[config.mk]
export PLATFORM = sky130hd
export DESIGN_NAME = mux_two_src
export DESIGN_NICKNAME = d
export VERILOG_FILES = /design/src/rtl/mux_two_src.sv
export SDC_FILE = /design/constraint.sdc
export NUM_CORES = 1
export LEC_CHECK = 0
export ABC_AREA = 1
export BUFFER_PORTS_ARGS = -buffer_cell sky130_fd_sc_hd__buf_2
export CAP_MARGIN = 20
export CORE_MARGIN = 2
export CORE_UTILIZATION = 36
export CTS_CLUSTER_SIZE = 16
export DETAILED_ROUTE_END_ITERATION = 16
export HOLD_SLACK_MARGIN = 0.03
export PLACE_DENSITY = 0.55
export SLEW_MARGIN = 20
export SYNTH_ARGS = -nofsm -noshare
export SYNTH_HDL_FRONTEND = slang
export SYNTH_SLANG_ARGS = --single-unit
[constraint.sdc]
create_clock -name clk -period 1.25 [get_ports clk]
set_input_delay 0.25 -clock clk [delete_from_list [all_inputs] [get_ports clk]]
set_output_delay 0.25 -clock clk [all_outputs]
set_load 0.03 [all_outputs]
[src/rtl/mux_two_src.sv]
// Stimulus source for a 2:1 mux: two programmable square waves on a/b and a
// select line toggled by a synchronized, debounced push button.
module mux_two_src #(
    parameter int unsigned DEB_CYCLES = 4
) (
    input  logic       clk,
    input  logic       rst,
    input  logic       ena,
    input  logic       btn,
    input  logic [3:0] div_a,
    input  logic [3:0] div_b,
    output logic       a,
    output logic       b,
    output logic       sel,
    output logic       sel_pulse,
    output logic       btn_deb
);

    localparam int unsigned DC_W  = 8;
    localparam int unsigned CNT_W = 4;
    localparam logic [DC_W-1:0] DC_LAST = DC_W'(DEB_CYCLES - 1);

    logic             s1;
    logic             s2;
    logic [DC_W-1:0]  dc;
    logic [DC_W-1:0]  dc_nxt_c;
    logic             deb;
    logic             deb_nxt_c;
    logic             deb_rise_c;
    logic [CNT_W-1:0] cnt_a;
    logic [CNT_W-1:0] cnt_b;
    logic [CNT_W-1:0] cnt_a_nxt_c;
    logic [CNT_W-1:0] cnt_b_nxt_c;
    logic             a_nxt_c;
    logic             b_nxt_c;

    // Two-flop synchronizer for the raw button; runs regardless of ena.
    always_ff @(posedge clk or posedge rst) begin
        if (rst) begin
            s1 <= 1'b0;
            s2 <= 1'b0;
        end else begin
            s1 <= btn;
            s2 <= s1;
        end
    end

    // Debounce: level changes only after DEB_CYCLES consecutive enabled mismatches.
    always_comb begin
        dc_nxt_c   = dc;
        deb_nxt_c  = deb;
        deb_rise_c = 1'b0;
        if (ena) begin
            if (s2 == deb) begin
                dc_nxt_c = '0;
            end else if (dc >= DC_LAST) begin
                dc_nxt_c   = '0;
                deb_nxt_c  = s2;
                deb_rise_c = s2;
            end else begin
                dc_nxt_c = dc + DC_W'(1);
            end
        end
    end

    always_ff @(posedge clk or posedge rst) begin
        if (rst) begin
            dc        <= '0;
            deb       <= 1'b0;
            sel       <= 1'b0;
            sel_pulse <= 1'b0;
        end else begin
            dc        <= dc_nxt_c;
            deb       <= deb_nxt_c;
            sel       <= sel ^ deb_rise_c;
            sel_pulse <= deb_rise_c;
        end
    end

    assign btn_deb = deb;

    // Wave dividers; ">=" makes a shrunk divider force a toggle instead of wrapping.
    always_comb begin
        cnt_a_nxt_c = cnt_a;
        cnt_b_nxt_c = cnt_b;
        a_nxt_c     = a;
        b_nxt_c     = b;
        if (ena) begin
            if (cnt_a >= div_a) begin
                cnt_a_nxt_c = '0;
                a_nxt_c     = ~a;
            end else begin
                cnt_a_nxt_c = cnt_a + CNT_W'(1);
            end
            if (cnt_b >= div_b) begin
                cnt_b_nxt_c = '0;
                b_nxt_c     = ~b;
            end else begin
                cnt_b_nxt_c = cnt_b + CNT_W'(1);
            end
        end
    end

    always_ff @(posedge clk or posedge rst) begin
        if (rst) begin
            cnt_a <= '0;
            cnt_b <= '0;
            a     <= 1'b0;
            b     <= 1'b0;
        end else begin
            cnt_a <= cnt_a_nxt_c;
            cnt_b <= cnt_b_nxt_c;
            a     <= a_nxt_c;
            b     <= b_nxt_c;
        end
    end

endmodule

==> results of run 1 <==
==> sequential cells by signal, summed over array words and instances, names as in the netlist <==
register	cells
a	1
cnt_b	4
cnt_a	4
btn_deb	1
s2	1
sel_pulse	1
dc	8
s1	1
sel	1
b	1
==> timing repair <==
item	4_1_cts	5_1_grt
hold buffers	2	0
endpoints found under the hold margin	24	0
resized for setup	12	17
setup endpoints to repair	8	13
pin swaps	5	14
setup buffers	3	0
gates cloned	0	0
==> cell families after synthesis <==
family,after synthesis,share of synthesized area [%]
and+or+nand+nor,69,24.25
buffers and inverters,36,11.81
AOI/OAI and AO/OA,4,1.969
xor gates and xnor gates,4,2.902
adders and majority gates,11,11.40
DFF,23,47.67
==> layer usage <==
metal | track usage [%] | vias to the layer above | share of wire, %
li1 | - | 520 | -
met2 | 24.36 | 9 | 53
met3 | 1.863 | 2 | 1.9
met4 | 4.559 | 0 | 0.58
met5 | 0 | - | 0
met1 | 15.10 | 455 | 45
==> worst max-delay path: stages (launching register included) <==
cell     delay, ps
dfrtp_1        430
ha_4           290
nand4_1        150
nand3_4        130
nand2_2         60
nand2_1         50
nand2_1         40
==> stage by stage <==
step	total power [mW]	setup TNS [ps]	cells	setup WS, ps
6_report	3.090	0	230	11.86
3_3_place_gp	2.338	-7.254	221	-4.942
2_1_floorplan	1.925	0	147	38.33
4_1_cts	2.952	0	230	2.463
5_1_grt	3.386	-371.0	230	-71.53
3_5_place_dp	2.393	-220.8	221	-53.13
==> path summary, 6_finish.rpt <==
kind | end | slack [ps]
setup / recovery | b | 10
hold / removal | dc[7] | 240
min in group asynchronous | dc[5] | 490
hold reg to reg | s2 | 370
max in group asynchronous | cnt_a[0] | 510
setup reg to reg | b | 10
==> layout make-up <==
class	count	area share, %
multi-input combinational	88	38.48
sequential	23	34.85
timing repair buffer	35	13.79
inverter	34	7.727
tap	46	3.485
clock buffer	3	1.364
clock inverter	1	0.3030
==> where the power goes <==
group          switching, mW  total [mW]  internal (mW)
clock network          0.225       0.344          0.119
registers              0.169        1.12          0.948
logic                  0.853        1.63          0.776
==> placed cells by master (no fill, tap or decap) <==
cell type,instances
inv_1,27
ha_4,7
clkbuf_4,3
buf_4,17
dlygate4sd3_1,2
nand3_1,4
inv_2,7
xnor2_1,1
xor2_1,3
a21oi_2,1
a21oi_4,1
o21ai_1,1
dfrtp_1,23
nor2_2,3
buf_2,16
nand2_2,8
ha_2,1
nand3_2,1
nand4_1,7
nand4_2,1
nand2_1,33
ha_1,3
o21ai_0,1
clkinv_2,1
nor2_1,11
nand3_4,1
==> results.json, run 1 <==
{
  "status": "finished clean",
  "place.gp.congestion": 0.7170,
  "tightestPinTransition_ps": 300.7,
  "root_buffer": "clkbuf_4",
  "dieArea_mm2": 0.003833,
  "area_delta_synth_final_pct": 36.79,
  "fin_crit_sh_pct": 99.05,
  "drt_wl_total_um": 2231,
  "drt-initial-drc-count": 11,
  "io_buffer_count": 16,
  "worstHoldStart": "ena",
  "grt_setup_unrepaired": "true",
  "row_count": 21,
  "whs_path_depth": 3,
  "final_area_mm2": 0.001652,
  "synthTopCellsByCount": "41 x nand2_1, 31 x inv_1, 23 x dfrtp_1, 14 x nor2_1, 11 x ha_1",
  "grt_pass1_wl_um": 3691,
  "dr.pass1.iters": 2,
  "slew_headroom_pct": 79.95,
  "utilization_pct": 50.29,
  "reg2reg_from": "cnt_b[3]",
  "min_period_ps": 1238,
  "slew_violations": 0,
  "yosys_warnings": 0,
  "synthTopCellsByArea": "dfrtp_1 48%, nand2_1 13%, ha_1 11%, inv_1 9.6%, nor2_1 4.4%",
  "skew_ps": 18.70,
  "dpl_cell_area_mm2": 0.001435,
  "vias_per_cell": 4.287,
  "reg2regPathDepth": 6,
  "drc": 0,
  "avgRoutedWirePerCell_um": 9.700,
  "cts_inserted_buffers": 3,
  "ys_ff_latch": 23,
  "syn-num-nets": 170,
  "startpoint_type": "flip-flop",
  "ys_async_sr_fraction_pct": 100.0,
  "synth_seq_area_share_pct": 47.67,
  "synth_top_area_share_pct": 47.67,
  "cts.sinks": 23,
  "setup_viol": 0,
  "n_fill_cell": 313,
  "syn_area_mm2": 0.001207,
  "avgSynthCellArea_um2": 8.214,
  "syn_inst": 147,
  "clk_pin_slew_ps": 140,
  "synthFlopType": "dfrtp_1",
  "synth-edff-count": 0,
  "grt_pass1_vias": 922,
  "hp-class": "in2reg",
  "drive_above_1_share_pct": 36.96,
  "overflow": 0,
  "htreeDepth": 1,
  "cp.arrival_ps": 1470,
  "path_max_fanout": 4,
  "grt_usage_pct": 13.05,
  "synth_top_cell_by_area": "dfrtp_1",
  "vias": 986,
  "hold_viol_final": 0,
  "start_util_pct": 36.76,
  "max_freq_ghz": 0.8077,
  "clockBufferDepth": 2,
  "dp_hpwl_um": 1604,
  "grt_antenna_before_repair": 0,
  "multi_input_area_um2": 635.6,
  "fp.dieH_um": 61.91,
  "cp-startpoint": "cnt_b[3]",
  "grt_max_degree": 24,
  "nets": 208,
  "antenna_cells": 0,
  "power_leakage_nw": 0.8996,
  "io_pins": 17,
  "synthMostInstantiatedCell": "nand2_1",
  "core-area_mm2": 0.003284,
  "ir_drop_v": 0.0006165,
  "synth_cell_type_count": 15,
  "endpoint_kind": "flip-flop",
  "path_class": "reg2reg",
  "power.density_mw_per_mm2": 1871,
  "clock_latency_ps": 310,
  "seq_area_um2": 575.6,
  "die_w_um": 61.91,
  "drv_cap": 0,
  "fin_hold_ws_ps": 237.2,
  "drtAntennaViolNets": 0,
  "required_ps": 1480,
  "tritoncts": "done"
}
No activity file was read; power rests on OpenSTA's default activity.
==> run 2: changes to the inputs <==
--- a/config.mk
+++ b/config.mk
@@ -13,7 +13,7 @@
 export CTS_CLUSTER_SIZE = 16
 export DETAILED_ROUTE_END_ITERATION = 16
 export HOLD_SLACK_MARGIN = 0.03
-export PLACE_DENSITY = 0.55
+export PLACE_DENSITY_LB_ADDON = 0.1
 export SLEW_MARGIN = 20
 export SYNTH_ARGS = -nofsm -noshare
 export SYNTH_HDL_FRONTEND = slang
==> results.json, run 2 (synthesis results as in run 1) <==
{
  "status": "finished, violations left",
  "violations": "negative setup slack",
  "hp-class": "in2reg",
  "grt_pass1_vias": 886,
  "required_ps": 1480,
  "cp_common_cell": "nand2_2",
  "final_common_cell": "nand2_1",
  "dr.pass1.iters": 4,
  "vias": 987,
  "start_util_pct": 36.76,
  "fin_crit_sh_pct": 101.4,
  "grt_setup_unrepaired": "true",
  "root_buffer": "clkbuf_4",
  "fin_hold_ws_ps": 278.6,
  "avgRoutedWirePerCell_um": 9.586,
  "place.gp.congestion": 0.7396,
  "drt-initial-drc-count": 29,
  "critPathMaxStageDelay_ps": 450,
  "grt_max_degree": 24,
  "grt_antenna_before_repair": 0,
  "drive_above_1_share_pct": 37.63,
  "crit_family": "flip-flops",
  "fp.dieH_um": 61.91,
  "dp_cells": 220,
  "skew_ps": 4.210,
  "die_w_um": 61.91,
  "endpoint_kind": "flip-flop",
  "grt_pass1_wl_um": 3629,
  "max_freq_ghz": 0.7890,
  "grt_usage_pct": 12.95,
  "drtAntennaViolNets": 0,
  "largest_reg_flops": 8,
  "path_max_fanout": 4,
  "drc": 0,
  "seq_area_um2": 575.6,
  "dieArea_mm2": 0.003833,
  "tns_ps": -17.45,
  "min_period_ps": 1267,
  "nets": 210,
  "path_class": "reg2reg",
  "io_pins": 17,
  "ir_drop_v": 0.0008590,
  "utilization_pct": 51.77,
  "slew_headroom_pct": 81.18,
  "cts_inserted_buffers": 3,
  "n_fill_cell": 287,
  "startpoint_type": "flip-flop",
  "crit_buf_inv": 0,
  "power_mw": 3.236,
  "io_buffer_count": 16,
  "tightestPinTransition_ps": 282.3,
  "cpMaxStageDelayCell": "dfrtp_1",
  "hold_viol_final": 0,
  "final_cells": 232,
  "clock_latency_ps": 320,
  "core-area_mm2": 0.003284,
  "overflow": 0,
  "cp.arrival_ps": 1490,
  "pre_cts_slack_ps": -55.47,
  "cp_cell_sequence": "ha_4, nand2_2, nand2_2, nand2_2, nand3_4, nand2_2, nand2_1, nand2_1",
  "setup_ws_ps": -17.45,
  "clk_pin_slew_ps": 130,
  "top_register": "dc",
  "antenna_cells": 0,
  "dp_hpwl_um": 1599,
  "dpl_cell_area_mm2": 0.001428,
  "area_delta_synth_final_pct": 40.83,
  "row_count": 21,
  "multi_input_area_um2": 656.9,
  "final_area_mm2": 0.001700,
  "setup_viol": 1,
  "drv_cap": 0,
  "drt_wl_total_um": 2224,
  "cp-startpoint": "cnt_b[1]",
  "vias_per_cell": 4.254,
  "tritoncts": "done",
  "power.density_mw_per_mm2": 1903,
  "cts.sinks": 23,
  "clockBufferDepth": 2,
  "worstHoldStart": "ena",
  "final_cell_mix": "32 x nand2_1, 28 x inv_1, 23 x dfrtp_1, 17 x buf_4, 15 x buf_2",
  "slew_violations": 0,
  "power_leakage_nw": 0.9124,
  "reg_top3": "dc x8, cnt_a x4, cnt_b x4",
  "htreeDepth": 1,
  "reg2reg_from": "cnt_b[1]"
}
run 2: area by class of cell:
| class | count | area share (%) |
|---|---|---|
| clock buffer | 3 | 1.325 |
| clock inverter | 1 | 0.4415 |
| inverter | 34 | 7.505 |
| multi-input combinational | 88 | 38.63 |
| sequential | 23 | 33.85 |
| tap | 46 | 3.385 |
| timing repair buffer | 37 | 14.86 |
run 2: worst min-delay path, cell delays in order:
cell and delay, ps:
buf_2 180, nand2_1 80, o21ai_1 60
run 2: final timing paths:
path                            slack [ps]   endpoint  depth (start not counted)
worst max-delay path                   -20          b                          8
worst min-delay path                   280   cnt_b[1]                          3
worst max register to register         -20          b                          8
worst min register to register         370         s2                          0
max in group asynchronous              540   cnt_a[2]                          4
min in group asynchronous              490  sel_pulse                          4
run 2: timing repair:
item	4_1_cts	5_1_grt
endpoints found under the setup margin	10	16
pin swaps	4	15
hold buffers	2	0
hold endpoints to repair	24	0
gates resized for setup	12	22
setup buffers	3	3
run 2: metal layers:
metal / GRT usage [%] / part of all wire, % / vias to the layer above
met5: 0 / 0 / -
met4: 2.736 / 0.63 / 0
met3: 3.727 / 3.0 / 2
met2: 22.86 / 49 / 11
met1: 15.71 / 47 / 447
li1: - / - / 527
run 2: where the power goes:
group | internal (mW) | switching (mW)
combinational | 0.877 | 0.882
clock | 0.122 | 0.237
sequential | 0.948 | 0.169
total | 1.95 | 1.29
